### config.mk
export PLATFORM = sky130hd
export DESIGN_NAME = mips_multicycle_ctrl
export DESIGN_NICKNAME = d
export VERILOG_FILES = /design/src/rtl/mips_multicycle_ctrl.sv
export SDC_FILE = /design/constraint.sdc
export NUM_CORES = 1
export LEC_CHECK = 0
export BUFFER_PORTS_ARGS = -buffer_cell sky130_fd_sc_hd__buf_2
export CORE_MARGIN = 2
export CORE_UTILIZATION = 47
export CTS_CLUSTER_DIAMETER = 120
export DETAILED_ROUTE_END_ITERATION = 10
export PLACE_DENSITY = 0.81
export SLEW_MARGIN = 10
export SYNTH_ARGS = -nofsm -noshare
export SYNTH_HDL_FRONTEND = slang
export SYNTH_SLANG_ARGS = --single-unit
export TNS_END_PERCENT = 5
### constraint.sdc
create_clock -name clk -period 4.4 [get_ports clk]
set_input_delay 0.88 -clock clk [delete_from_list [all_inputs] [get_ports clk]]
set_output_delay 0.88 -clock clk [all_outputs]
set_load 0.05 [all_outputs]
### src/rtl/mips_multicycle_ctrl.sv
// ---------------------------------------------------------------------------
// mips_multicycle_ctrl
//
// Control unit for a multicycle MIPS datapath. A Moore FSM steps through
// fetch, decode, execute, memory and writeback using op/funct from the
// instruction register. It drives every datapath mux select and write
// enable, and it contains the ALU function decoder. Memory accesses stall
// in their state until the single-port memory raises memready.
//
// Ports
//   clk        in   rising-edge clock
//   reset      in   asynchronous, active-low reset
//   op         in   instr[31:26]
//   funct      in   instr[5:0]
//   zero       in   ALU zero flag
//   memready   in   memory completed the current access this cycle
//   iord       out  memory address select (0=pc, 1=aluout)
//   memwrite   out  memory write enable
//   irwrite    out  instruction register load
//   regdst     out  write register select (0=rt, 1=rd)
//   memtoreg   out  writeback select (0=aluout, 1=data)
//   regwrite   out  register file write enable
//   alusrca    out  ALU A select (0=pc, 1=rs)
//   alusrcb    out  ALU B select (00=rt, 01=4, 10=signimm, 11=signimm<<2)
//   pcsrc      out  next-PC select (00=aluresult, 01=aluout, 10=jump)
//   alucontrol out  ALU function
//   pcen       out  PC enable = pcwrite | (branch & zero)
//   illegal    out  unsupported op (DECODE) / funct (EXECUTE), one cycle
//   state      out  current FSM state, for debug
// ---------------------------------------------------------------------------
module mips_multicycle_ctrl #(
   // Encoding entered on reset. FETCH is 0, so this must stay 0.
   parameter logic [3:0] RESET_STATE = 4'd0
) (
   input  logic       clk,
   input  logic       reset,
   input  logic [5:0] op,
   input  logic [5:0] funct,
   input  logic       zero,
   input  logic       memready,
   output logic       iord,
   output logic       memwrite,
   output logic       irwrite,
   output logic       regdst,
   output logic       memtoreg,
   output logic       regwrite,
   output logic       alusrca,
   output logic [1:0] alusrcb,
   output logic [1:0] pcsrc,
   output logic [2:0] alucontrol,
   output logic       pcen,
   output logic       illegal,
   output logic [3:0] state
);

   localparam logic [3:0] S_FETCH   = 4'd0;
   localparam logic [3:0] S_DECODE  = 4'd1;
   localparam logic [3:0] S_MEMADR  = 4'd2;
   localparam logic [3:0] S_MEMRD   = 4'd3;
   localparam logic [3:0] S_MEMWB   = 4'd4;
   localparam logic [3:0] S_MEMWR   = 4'd5;
   localparam logic [3:0] S_EXECUTE = 4'd6;
   localparam logic [3:0] S_ALUWB   = 4'd7;
   localparam logic [3:0] S_BRANCH  = 4'd8;
   localparam logic [3:0] S_ADDIEX  = 4'd9;
   localparam logic [3:0] S_ADDIWB  = 4'd10;
   localparam logic [3:0] S_JUMP    = 4'd11;

   localparam logic [5:0] OP_RTYPE = 6'b000000;
   localparam logic [5:0] OP_LW    = 6'b100011;
   localparam logic [5:0] OP_SW    = 6'b101011;
   localparam logic [5:0] OP_BEQ   = 6'b000100;
   localparam logic [5:0] OP_ADDI  = 6'b001000;
   localparam logic [5:0] OP_J     = 6'b000010;

   logic [3:0] state_q, state_d;
   logic [1:0] aluop;
   logic       branch, pcwrite;
   logic       irwrite_s, memwrite_s, regwrite_s;
   logic       funct_ok;

   always_ff @(posedge clk or negedge reset) begin
      if (!reset) state_q <= RESET_STATE;
      else        state_q <= state_d;
   end

   assign state = state_q;

   // Next-state and Moore output decode. Every output gets a default so
   // states that do not mention a signal drive it to 0.
   always_comb begin
      state_d    = S_FETCH;
      iord       = 1'b0;
      memwrite_s = 1'b0;
      irwrite_s  = 1'b0;
      regdst     = 1'b0;
      memtoreg   = 1'b0;
      regwrite_s = 1'b0;
      alusrca    = 1'b0;
      alusrcb    = 2'b00;
      pcsrc      = 2'b00;
      aluop      = 2'b00;
      branch     = 1'b0;
      pcwrite    = 1'b0;
      illegal    = 1'b0;
      case (state_q)
         S_FETCH: begin
            alusrcb = 2'b01;
            // IR and PC load only on the cycle the read completes, so a
            // stalled fetch updates them exactly once.
            irwrite_s = memready;
            pcwrite   = memready;
            state_d   = memready ? S_DECODE : S_FETCH;
         end
         S_DECODE: begin
            alusrcb = 2'b11;
            case (op)
               OP_LW, OP_SW: state_d = S_MEMADR;
               OP_RTYPE:     state_d = S_EXECUTE;
               OP_BEQ:       state_d = S_BRANCH;
               OP_ADDI:      state_d = S_ADDIEX;
               OP_J:         state_d = S_JUMP;
               default: begin
                  illegal = 1'b1;
                  state_d = S_FETCH;
               end
            endcase
         end
         S_MEMADR: begin
            alusrca = 1'b1;
            alusrcb = 2'b10;
            state_d = (op == OP_SW) ? S_MEMWR : S_MEMRD;
         end
         S_MEMRD: begin
            iord    = 1'b1;
            state_d = memready ? S_MEMWB : S_MEMRD;
         end
         S_MEMWB: begin
            memtoreg   = 1'b1;
            regwrite_s = 1'b1;
         end
         S_MEMWR: begin
            iord       = 1'b1;
            memwrite_s = 1'b1;
            state_d    = memready ? S_FETCH : S_MEMWR;
         end
         S_EXECUTE: begin
            alusrca = 1'b1;
            aluop   = 2'b10;
            if (funct_ok) begin
               state_d = S_ALUWB;
            end else begin
               illegal = 1'b1;
               state_d = S_FETCH;
            end
         end
         S_ALUWB: begin
            regdst     = 1'b1;
            regwrite_s = 1'b1;
         end
         S_BRANCH: begin
            alusrca = 1'b1;
            aluop   = 2'b01;
            pcsrc   = 2'b01;
            branch  = 1'b1;
         end
         S_ADDIEX: begin
            alusrca = 1'b1;
            alusrcb = 2'b10;
            state_d = S_ADDIWB;
         end
         S_ADDIWB: begin
            regwrite_s = 1'b1;
         end
         S_JUMP: begin
            pcsrc   = 2'b10;
            pcwrite = 1'b1;
         end
         default: state_d = S_FETCH;  // codes 12-15 recover to FETCH
      endcase
   end

   // ALU decoder. Unknown funct falls back to add; EXECUTE flags it.
   always_comb begin
      alucontrol = 3'b010;
      funct_ok   = 1'b1;
      case (aluop)
         2'b01: alucontrol = 3'b110;
         2'b10: begin
            case (funct)
               6'b100000: alucontrol = 3'b010;
               6'b100010: alucontrol = 3'b110;
               6'b100100: alucontrol = 3'b000;
               6'b100101: alucontrol = 3'b001;
               6'b101010: alucontrol = 3'b111;
               default: begin
                  alucontrol = 3'b010;
                  funct_ok   = 1'b0;
               end
            endcase
         end
         default: alucontrol = 3'b010;
      endcase
   end

   // While reset is held low FETCH is displayed, but no architectural
   // state may change, so the write enables are gated by reset directly.
   assign irwrite  = irwrite_s  & reset;
   assign memwrite = memwrite_s & reset;
   assign regwrite = regwrite_s & reset;
   assign pcen     = (pcwrite | (branch & zero)) & reset;

endmodule

==> metrics.log, run 1 <==
[metrics] synthesis-to-finish area growth: 25.2%
[metrics] number of remaining DRC errors: 0
[metrics] Synthesized Nets: 111
[metrics] Vias: around 800
[metrics] die area: 1740 sq um
[metrics] fill cell count: 125
[metrics] total core area: between 1000 and 1500 sq um
[metrics] drt first pass iters: 4
[metrics] flip-flop count of the largest register after layout: 4
[metrics] leakage dissipation: between 0.4 and 0.5 nW
[metrics] Max Clk Rate: 331 MHz
[metrics] maximum clock insertion buffer count: 2
[metrics] endpoint class of the critical path: primary output
[metrics] root buffer cell: sky130_fd_sc_hd__clkbuf_4
[metrics] worst-case hold slack: 456 ps
[metrics] final setup violation count: 0
[metrics] number of antenna violations at the first check in global routing: 0
[metrics] final worst setup slack: roughly 1400 ps
[metrics] post-route total power: 0.427 mW
[metrics] clock latency reported for the late side of the worst-skew pair: 230 ps
[metrics] distinct cell type count of the synthesized netlist: 42
[metrics] placed cell areas: 816 sq um
[metrics] die width: 41.7 microns
[metrics] number of register bits inferred by synthesis: 4
[metrics] Register-to-Register Setup Slack: 2380 ps
[metrics] path type of the worst setup path: reg2out
[metrics] fin crit period: 3020 ps
[metrics] I/O pin total: 36
[metrics] Tcrit/Tclk final: 0.687
[metrics] class of the worst hold path: in2async
[metrics] Vias per Instance: 5.67
[metrics] syn_area_per_cell: 7.20 sq um
[metrics] Hold-fix buffers, CTS: 0
[metrics] row count: 13
[metrics] sequential-to-total area share from yosys stat: 0.150
[metrics] data arrival time of the worst path: 2140 ps
[metrics] global-route total usage across every layer: 0.212
[metrics] GRT overflow: 0
[metrics] Post-Layout Inst Area: around 840 sq um
[metrics] Inserted Clock Buffers: 3
[metrics] largest net degree at the start of global routing: 20
[metrics] diodes inserted: 0
[metrics] Max rail drop VDD: between 0.2 and 0.3 mV
[metrics] post-detailed-placement half-perimeter wirelength: 1390 microns
[metrics] drt first-iter violations: 12
[metrics] via count of the first global-routing pass: 726
[metrics] number of post-CTS setup repair buffers: 0
[metrics] run status: complete, no violations
[metrics] setup repair after global routing missed its margin: false
[metrics] Layout Cells excl Fill: 140
[metrics] post-detailed-routing wire length: 1710 microns
[metrics] endpoint of the lowest-slack register-to-register path: state[2]
[metrics] Worst Setup Slack post-DPL: 1650 ps
[metrics] CP Data Required Time: 3520 ps
[metrics] top library cells by usage in the layout, fill and taps aside: sky130_fd_sc_hd__buf_2 (35), sky130_fd_sc_hd__nor2_1 (14), sky130_fd_sc_hd__nor3_1 (10)
[metrics] detail-routed net length per standard cell: about 12 microns
[metrics] most common library cell in the layout ignoring fill and taps: sky130_fd_sc_hd__buf_2
[metrics] post-detailed-route count of antenna-violating nets: 0
[metrics] count of flip-flops with a built-in enable after synthesis: 0
[metrics] placer congestion estimate: ~0.89
[metrics] CTS tree: built
[metrics] cell area after synthesis: 669 sq um
[metrics] critical register-to-register path startpoint: state[2]
[metrics] Max Clock Skew: 3.05 ps
[metrics] Clock H-tree levels: 1
[metrics] global-route wire length before repair: 2980 microns
[metrics] Worst Reg2Reg Path Length in Cells: 6
[metrics] height of the die: about 42 microns
[metrics] number of standard cells after synthesis: 93
[metrics] remaining max-slew budget at the tightest pin: 0.593
[metrics] multi-input logic area: 499 sq um
[metrics] worst-margin pin slew: 611 ps
[metrics] share of synthesized flip-flops with an asynchronous set or reset: 1.00
[metrics] number of hold violations in the final report: 0
[metrics] kind of start point of the critical path: flop
[metrics] final count of pins violating max slew: 0
[metrics] area taken by flip-flops and latches: 100 sq um
[metrics] proportion of layout cells with a drive suffix above 1: 0.360
[metrics] final design utilization: 0.636
[metrics] count of maximum capacitance violations: 0
[metrics] clock transition at the registers of the reported paths: 40 ps
[metrics] number of sinks handled by clock tree synthesis: 4
[metrics] Yosys warning count: 0
[metrics] count of buffers inserted at the top-level ports: 35
[metrics] pwr dens: 510 nW/um^2
[metrics] effective utilization at floorplan: 0.508
[metrics] number of placed cells counting well taps: 137
[metrics] final sum of negative setup slack: 0 ps
[metrics] top fanout value on the critical path: 19
[metrics] Nets: 145
[metrics] Top FF cell, synth: sky130_fd_sc_hd__dfrtp_1
[metrics] # resized after CTS: 0
==> logic make-up (layout without fill, tap and decap cells) <==
kind of cell / after synthesis / count (layout) / share of synthesized area
fa+ha+maj: 2 / 2 / 0.0374
xor+xnor: 3 / 3 / 0.0393
mux: 2 / 2 / 0.0299
compound gates: 24 / 24 / 0.262
buf+inv: 12 / 44 / 0.105
flops: 4 / 4 / 0.150
simple gates: 46 / 46 / 0.378
==> layer usage <==
layer / part of all wire / vias to the layer above / wire length, microns / GRT usage
li1: - / 403 / - / -
met1: 0.45 / 357 / 763 / 0.256
met2: 0.48 / 32 / 827 / 0.369
met3: 0.063 / 2 / 108 / 0.0348
met4: 0.0082 / 0 / 14 / 0.0839
met5: 0 / - / 0 / 0
==> where the power goes <==
part / switching, mW / internal [mW] / total (mW)
Combinational: 0.214 / 0.0848 / 0.299
Sequential: 0.0385 / 0.0457 / 0.0842
Clock: 0.0139 / 0.0304 / 0.0444
Total: 0.266 / 0.161 / 0.427
==> worst max path at each step <==
stage                         from       endpoint  depth (start not counted)
after global routing      state[1]  alucontrol[2]                          7
final                     state[1]  alucontrol[2]                          7
after floorplan           state[1]  alucontrol[2]                          7
after global placement    funct[2]        illegal                          6
after CTS                 state[1]  alucontrol[2]                          7
after detailed placement  state[1]  alucontrol[2]                          7
==> critical path, cell delays in order (launching register included) <==
cell and delay [ps]:
sky130_fd_sc_hd__dfrtp_1 720, sky130_fd_sc_hd__nand2b_4 120, sky130_fd_sc_hd__or2_4 270, sky130_fd_sc_hd__inv_2 60, sky130_fd_sc_hd__ha_1 240, sky130_fd_sc_hd__a41oi_1 150, sky130_fd_sc_hd__nor2_1 100, sky130_fd_sc_hd__buf_2 260
==> cells in the mapped netlist (all sizes together), types with 2 or more instances <==
library cell  instances  area share
nor2                 14       0.079
nor3                 10       0.075
inv                   6       0.034
buf                   5       0.065
dfrtp                 4        0.15
nand2                 4       0.022
nand2b                4       0.060
o21ai                 4       0.030
nand3                 3       0.022
a211o                 2       0.026
a21oi                 2       0.015
a22oi                 2       0.022
a31oi                 2       0.019
ha                    2       0.037
mux2i                 2       0.030
nor2b                 2       0.019
o211ai                2       0.030
o21a                  2       0.022
or2                   2       0.022
or3                   2       0.019
xnor2                 2       0.026
==> area by class of cell <==
type	instances	share of cell area
Timing Repair Buffer	35	0.209
Multi-Input combinational cell	77	0.596
Sequential cell	4	0.119
Tap cell	15	0.0224
Clock buffer	3	0.0269
Inverter	6	0.0269
(Power assumes the default switching activity.)
==> inputs of run 2 (changes only) <==
--- a/config.mk
+++ b/config.mk
@@ -6,11 +6,12 @@
 export NUM_CORES = 1
 export LEC_CHECK = 0
 export BUFFER_PORTS_ARGS = -buffer_cell sky130_fd_sc_hd__buf_2
+export CORE_ASPECT_RATIO = 1.25
 export CORE_MARGIN = 2
-export CORE_UTILIZATION = 47
+export CORE_UTILIZATION = 39
 export CTS_CLUSTER_DIAMETER = 120
 export DETAILED_ROUTE_END_ITERATION = 10
-export PLACE_DENSITY = 0.81
+export PLACE_DENSITY = 0.72
 export SLEW_MARGIN = 10
 export SYNTH_ARGS = -nofsm -noshare
 export SYNTH_HDL_FRONTEND = slang
==> constraint.sdc (replaced) <==
create_clock -name clk -period 2.73 [get_ports clk]
set_input_delay 0.546 -clock clk [delete_from_list [all_inputs] [get_ports clk]]
set_output_delay 0.546 -clock clk [all_outputs]
set_load 0.05 [all_outputs]
==> metrics.log, run 2 (synthesis gave the netlist of run 1 again) <==
[metrics] Tcrit/Tclk final: 0.958
[metrics] setup repair after global routing missed its margin: false
[metrics] flip-flop count of the largest register after layout: 4 (unchanged)
[metrics] Post-Layout Inst Area: 903 sq um (+7.8%)
[metrics] Max rail drop VDD: 0.402 mV (+44%)
[metrics] total core area: 1580 sq um (+20%)
[metrics] Register-to-Register Setup Slack: 770 ps (-1610 ps)
[metrics] top fanout value on the critical path: 10 (-9)
[metrics] number of hold violations in the final report: 0 (unchanged)
[metrics] via count of the first global-routing pass: 717 (-1.2%)
[metrics] diodes inserted: 0 (unchanged)
[metrics] global-route wire length before repair: 2970 microns (-0.23%)
[metrics] effective utilization at floorplan: 0.423 (-0.0848)
[metrics] path type of the worst setup path: reg2out
[metrics] Vias per Instance: 5.48 (-3.4%)
[metrics] leakage dissipation: 0.424 nW (+4.7%)
[metrics] Hold-fix buffers, CTS: 0 (unchanged)
[metrics] Worst Reg2Reg Path Length in Cells: 6 (unchanged)
[metrics] final sum of negative setup slack: 0 ps (unchanged)
[metrics] die area: 2070 sq um (+19%)
[metrics] root buffer cell: sky130_fd_sc_hd__clkbuf_4
[metrics] detailed-routed wire length on met3: 111 microns (+2.8%)
[metrics] Layout Cells excl Fill: 147 (+5.0%)
[metrics] post-detailed-routing wire length: 1860 microns (+8.3%)
[metrics] number of post-CTS setup repair buffers: 0 (unchanged)
[metrics] worst-case hold slack: 121 ps (-335 ps)
[metrics] data arrival time of the worst path: 2070 ps (-70 ps)
[metrics] CP Data Required Time: 2180 ps (-1340 ps)
[metrics] detail-routed net length per standard cell: 12.6 microns (+3.2%)
[metrics] final count of pins violating max slew: 0 (unchanged)
[metrics] Clock H-tree levels: 1 (unchanged)
[metrics] endpoint class of the critical path: primary output
[metrics] placer congestion estimate: 0.848 (-4.8%)
[metrics] number of placed cells counting well taps: 144 (+5.1%)
[metrics] global-route total usage across every layer: 0.197 (-0.0147)
[metrics] count of maximum capacitance violations: 0 (unchanged)
[metrics] number of sinks handled by clock tree synthesis: 4 (unchanged)
[metrics] clock latency reported for the late side of the worst-skew pair: 240 ps (about the same)
[metrics] placed cell areas: 862 sq um (+5.7%)
[metrics] height of the die: 50.3 microns (+21%)
[metrics] worst-margin pin slew: 321 ps (-290 ps)
[metrics] area taken by flip-flops and latches: 101 sq um (+1.2%)
[metrics] kind of start point of the critical path: flop
[metrics] class of the worst hold path: in2async
[metrics] Nets: 149 (+2.8%)
[metrics] number of antenna violations at the first check in global routing: 0 (unchanged)
[metrics] top layer reached by signal wires: met4
[metrics] count of buffers inserted at the top-level ports: 35 (unchanged)
[metrics] largest net degree at the start of global routing: 18 (-10%)
[metrics] top library cells by usage in the layout, fill and taps aside: sky130_fd_sc_hd__buf_2 (34), sky130_fd_sc_hd__nor2_1 (11), sky130_fd_sc_hd__nor3_1 (10)
[metrics] CTS tree: built
[metrics] maximum clock insertion buffer count: 2 (unchanged)
[metrics] remaining max-slew budget at the tightest pin: 0.786 (+0.194)
[metrics] Vias: 805 (+1.4%)
[metrics] drt first-iter violations: 14 (+2)
[metrics] post-detailed-placement half-perimeter wirelength: 1520 microns (+9.5%)
[metrics] met1 wire length: 764 microns (+0.13%)
[metrics] drt first pass iters: 4 (unchanged)
[metrics] Inserted Clock Buffers: 3 (unchanged)
[metrics] fill cell count: 157 (+26%)
[metrics] run status: complete, no violations
[metrics] Max Clk Rate: 382 MHz
[metrics] final setup violation count: 0 (unchanged)
[metrics] synthesis-to-finish area growth: 35.0%
[metrics] I/O pin total: 36 (unchanged)
[metrics] die width: 41.1 microns (-1.6%)
[metrics] most common library cell in the layout ignoring fill and taps: sky130_fd_sc_hd__buf_2
[metrics] fin crit period: 2620 ps
[metrics] row count: 16 (+3)
[metrics] multi-input logic area: 527 sq um (+5.5%)
[metrics] pwr dens: 802 nW/um^2 (+57%)
[metrics] Max Clock Skew: 1.16 ps (-1.89 ps)
[metrics] post-detailed-route count of antenna-violating nets: 0 (unchanged)
[metrics] proportion of layout cells with a drive suffix above 1: 0.426 (+0.0664)
[metrics] number of remaining DRC errors: 0 (unchanged)
[metrics] GRT overflow: 0 (unchanged)
[metrics] sum of met2 wire segment lengths after detailed routing: 974 microns (+18%)
[metrics] clock transition at the registers of the reported paths: 40 ps (about the same)
==> run 2: final cells by class <==
cell class / count / area share
Inverter: 6 / 0.0249
Clock buffer: 3 / 0.0249
Multi-Input combinational cell: 77 / 0.583
Sequential cell: 4 / 0.112
Tap cell: 18 / 0.0249
Timing Repair Buffer: 39 / 0.230
==> run 2: metal layers <==
metal,global-route usage,vias to the layer above
li1,-,414
met1,0.268,358
met2,0.313,31
met3,0.0265,2
met4,0.0500,0
met5,0,-
==> run 2: worst max-delay path, cell delays in order, from the launching register on <==
cell and delay, ps:
sky130_fd_sc_hd__dfrtp_2 470, sky130_fd_sc_hd__nand2b_4 180, sky130_fd_sc_hd__or3_1 350, sky130_fd_sc_hd__ha_1 360
sky130_fd_sc_hd__a211o_1 270, sky130_fd_sc_hd__buf_2 210
==> run 2: repair_timing <==
item	in CTS	in global routing
gates resized for setup	0	4
hold endpoints to repair	0	0
endpoints found under the setup margin	0	2
==> run 2: worst paths after layout <==
path                                from             to
worst max-delay path            state[2]  alucontrol[1]
worst min-delay path               reset       state[1]
worst max register to register  state[2]       state[2]
worst min register to register  state[2]       state[3]
max in group asynchronous          reset       state[2]
min in group clk                state[2]       state[3]
==> run 2: per-stage QoR <==
step                      power, mW  worst slack (ps)   util
final                         0.725               113  0.571
after floorplan               0.541              -102      -
after global placement        0.643               314  0.545
after detailed placement      0.646               268  0.545
after CTS                     0.725              4.19  0.559
after global routing          0.768              11.7  0.571
==> run 2: report_power, final <==
group	internal [mW]	switching [mW]	leakage [nW]	total, mW
Clock	0.0492	0.0246	0.0138	0.0737
Combinational	0.159	0.392	0.358	0.550
Sequential	0.0750	0.0259	0.0516	0.101
Total	0.283	0.442	0.424	0.725
==> inputs of run 3 (changes only) <==
==> constraint.sdc (replaced) <==
create_clock -name clk -period 2.4 [get_ports clk]
set_input_delay 0.48 -clock clk [delete_from_list [all_inputs] [get_ports clk]]
set_output_delay 0.48 -clock clk [all_outputs]
set_load 0.05 [all_outputs]
==> metrics.log, run 3 (synthesis gave the netlist of run 1 again) <==
[metrics] run status: complete, no violations
[metrics] endpoint class of the critical path: primary output
[metrics] count of buffers inserted at the top-level ports: 35 (unchanged)
[metrics] Hold-fix buffers, CTS: 0 (unchanged)
[metrics] register share of total power: 0.130 (-0.009)
[metrics] data arrival time of the worst path: 1870 ps (-200 ps)
[metrics] die area: 2070 sq um (unchanged)
[metrics] fraction of power spent switching nets: 0.606 (-0.00429)
[metrics] leakage dissipation: 0.429 nW (+1.4%)
[metrics] number of sinks handled by clock tree synthesis: 4 (unchanged)
[metrics] proportion of layout cells with a drive suffix above 1: 0.477 (+0.0506)
[metrics] start point of the critical path: state[2]
[metrics] CTS tree: built
[metrics] Worst Reg2Reg Path Length in Cells: 6 (unchanged)
[metrics] setup repair after global routing missed its margin: false
[metrics] synthesis-to-finish area growth: 42.4%
[metrics] Worst Setup Slack post-DPL: 149 ps (-119 ps)
[metrics] Vias: 829 (+3.0%)
[metrics] CP max stage cell: sky130_fd_sc_hd__dfrtp_1
[metrics] worst-margin pin slew: 308 ps (-12.9 ps)
[metrics] global-route total usage across every layer: 0.203 (+0.00558)
[metrics] drt first pass iters: 4 (unchanged)
[metrics] via count of the first global-routing pass: 683 (-4.7%)
[metrics] number of hold violations in the final report: 0 (unchanged)
[metrics] diodes inserted: 0 (unchanged)
[metrics] final setup violation count: 0 (unchanged)
[metrics] power dissipated by switching net loads: 0.513 mW (+16%)
[metrics] top cell family by delay on the critical path: simple AND/OR/NAND/NOR gates
[metrics] fin crit period: between 2000 and 2500 ps
[metrics] Max Clock Skew: 3.43 ps (+2.27 ps)
[metrics] total core area: 1580 sq um (unchanged)
[metrics] path length in cells of the critical path: 5 (unchanged)
[metrics] fill cell count: 153 (-2.5%)
[metrics] kind of start point of the critical path: flop
[metrics] portion of total power attributed to combinational logic: 0.769 (+0.010)
[metrics] Clock H-tree levels: 1 (unchanged)
[metrics] endpoint of the lowest-slack register-to-register path: state[2]
[metrics] CP Data Required Time: 1920 ps (-260 ps)
[metrics] top library cells by usage in the layout, fill and taps aside: sky130_fd_sc_hd__buf_2 (33), sky130_fd_sc_hd__nor2_1 (10), sky130_fd_sc_hd__nor3_1 (9)
[metrics] final worst setup slack: 49.6 ps (-63.8 ps)
[metrics] global-route wire length before repair: 2900 microns (-2.5%)
[metrics] maximum clock insertion buffer count: 2 (unchanged)
[metrics] critical register-to-register path startpoint: state[2]
[metrics] row count: 16 (unchanged)
[metrics] Inserted Clock Buffers: 3 (unchanged)
[metrics] post-detailed-placement half-perimeter wirelength: 1460 microns (-3.9%)
[metrics] height of the die: 50.3 microns (unchanged)
[metrics] count of maximum capacitance violations: 0 (unchanged)
[metrics] die width: 41.1 microns (unchanged)
[metrics] final design utilization: 0.603 (+0.0316)
[metrics] top fanout value on the critical path: 4 (-6)
[metrics] remaining max-slew budget at the tightest pin: 0.795 (+0.00819)
[metrics] number of antenna violations at the first check in global routing: 0 (unchanged)
[metrics] post-detailed-routing wire length: 1890 microns (+1.8%)
[metrics] Tcrit/Tclk final: 0.979
[metrics] detail-routed net length per standard cell: 12.8 microns (+1.1%)
[metrics] post-detailed-route count of antenna-violating nets: 0 (unchanged)
[metrics] clock latency reported for the late side of the worst-skew pair: 240 ps (about the same)
[metrics] Bufs and invs on worst path: 1 (unchanged)
[metrics] flip-flop count of the largest register after layout: 4 (unchanged)
[metrics] number of remaining DRC errors: 0 (unchanged)
[metrics] Vias per Instance: 5.60 (+2.3%)
[metrics] root buffer cell: sky130_fd_sc_hd__clkbuf_4
[metrics] multi-input logic area: 559 sq um (+6.2%)
[metrics] GRT overflow: 0 (unchanged)
[metrics] Max rail drop VDD: 0.458 mV (+14%)
[metrics] Nets: 150 (+0.67%)
[metrics] Register-to-Register Setup Slack: 700 ps (-70 ps)
[metrics] cell chain of the critical path: nand2b_4 -> or3_4 -> ha_4 -> a211o_1 -> clkbuf_4
[metrics] area taken by flip-flops and latches: 101 sq um (unchanged)
[metrics] path type of the worst setup path: reg2out
[metrics] effective utilization at floorplan: 0.423 (unchanged)
[metrics] drt first-iter violations: 17 (+3)
[metrics] pwr dens: 889 nW/um^2 (+11%)
[metrics] class of the worst hold path: in2async
[metrics] portion of total power attributed to the clock network: 0.101 (about the same)
[metrics] most common library cell in the layout ignoring fill and taps: sky130_fd_sc_hd__buf_2
[metrics] internal power contribution: 0.334 mW (+18%)
[metrics] Max Clk Rate: 425 MHz
[metrics] largest stage delay on the critical path: 380 ps (-90 ps)
[metrics] clock transition at the registers of the reported paths: 40 ps (about the same)
[metrics] final count of pins violating max slew: 0 (unchanged)
[metrics] I/O pin total: 36 (unchanged)
[metrics] placer congestion estimate: 0.873 (+3.0%)
[metrics] largest net degree at the start of global routing: 18 (unchanged)
==> run 3: per-layer routing <==
layer	track usage	routed length [microns]
met5	0	0
met3	0.0265	95
met1	0.235	789
met4	0.100	21
met2	0.339	984
==> run 3: how the worst max path moves through the flow <==
stage / to / slack [ps]
finish: alucontrol[1] / 50
global route: alucontrol[1] / 0.6
CTS: alucontrol[1] / 10
detailed placement: alucontrol[1] / 150
global placement: alucontrol[1] / 180
floorplan: alucontrol[1] / -260
==> run 3: power by group through the flow <==
| stage | Sequential, mW | Clock, mW | Combinational (mW) |
|---|---|---|---|
| floorplan | 0.162 | 0 | 0.456 |
| finish | 0.110 | 0.0856 | 0.652 |
| CTS | 0.107 | 0.0857 | 0.643 |
| detailed placement | 0.107 | 0 | 0.637 |
| global placement | 0.107 | 0 | 0.634 |
| global route | 0.114 | 0.0954 | 0.690 |
==> run 3: layout make-up <==
cell class                 count  share of cell area
inverter                       6              0.0276
multi-input combinational     77               0.587
tap                           18              0.0236
sequential                     4               0.106
clock buffer                   3              0.0236
timing repair buffer          40               0.232
==> run 3: what timing repair did <==
item,4_1_cts,5_1_grt
setup buffers,0,0
cloned,0,0
setup endpoints to repair,2,2
gates resized for setup,3,7
==> run 3: worst reg2reg max path: stages (launching register included) <==
cell	delay, ps
sky130_fd_sc_hd__dfrtp_1	380
sky130_fd_sc_hd__nand2b_4	160
sky130_fd_sc_hd__or3_4	370
sky130_fd_sc_hd__ha_4	200
sky130_fd_sc_hd__o21a_1	100
sky130_fd_sc_hd__a211o_1	310
sky130_fd_sc_hd__o311ai_1	90
==> run 3: stage by stage <==
| step | total power [mW] | setup TNS (ps) | cells | hold WS (ps) | instance area [sq um] |
|---|---|---|---|---|---|
| after floorplan | 0.618 | -1710 | 93 | 184 | 693 |
| after global placement | 0.740 | 0 | 145 | 299 | 881 |
| after detailed placement | 0.744 | 0 | 145 | 300 | 881 |
| after CTS | 0.835 | 0 | 148 | 48.8 | 928 |
| after global routing | 0.899 | 0 | 148 | 41.9 | 953 |
| final | 0.848 | 0 | 148 | 48.6 | 953 |
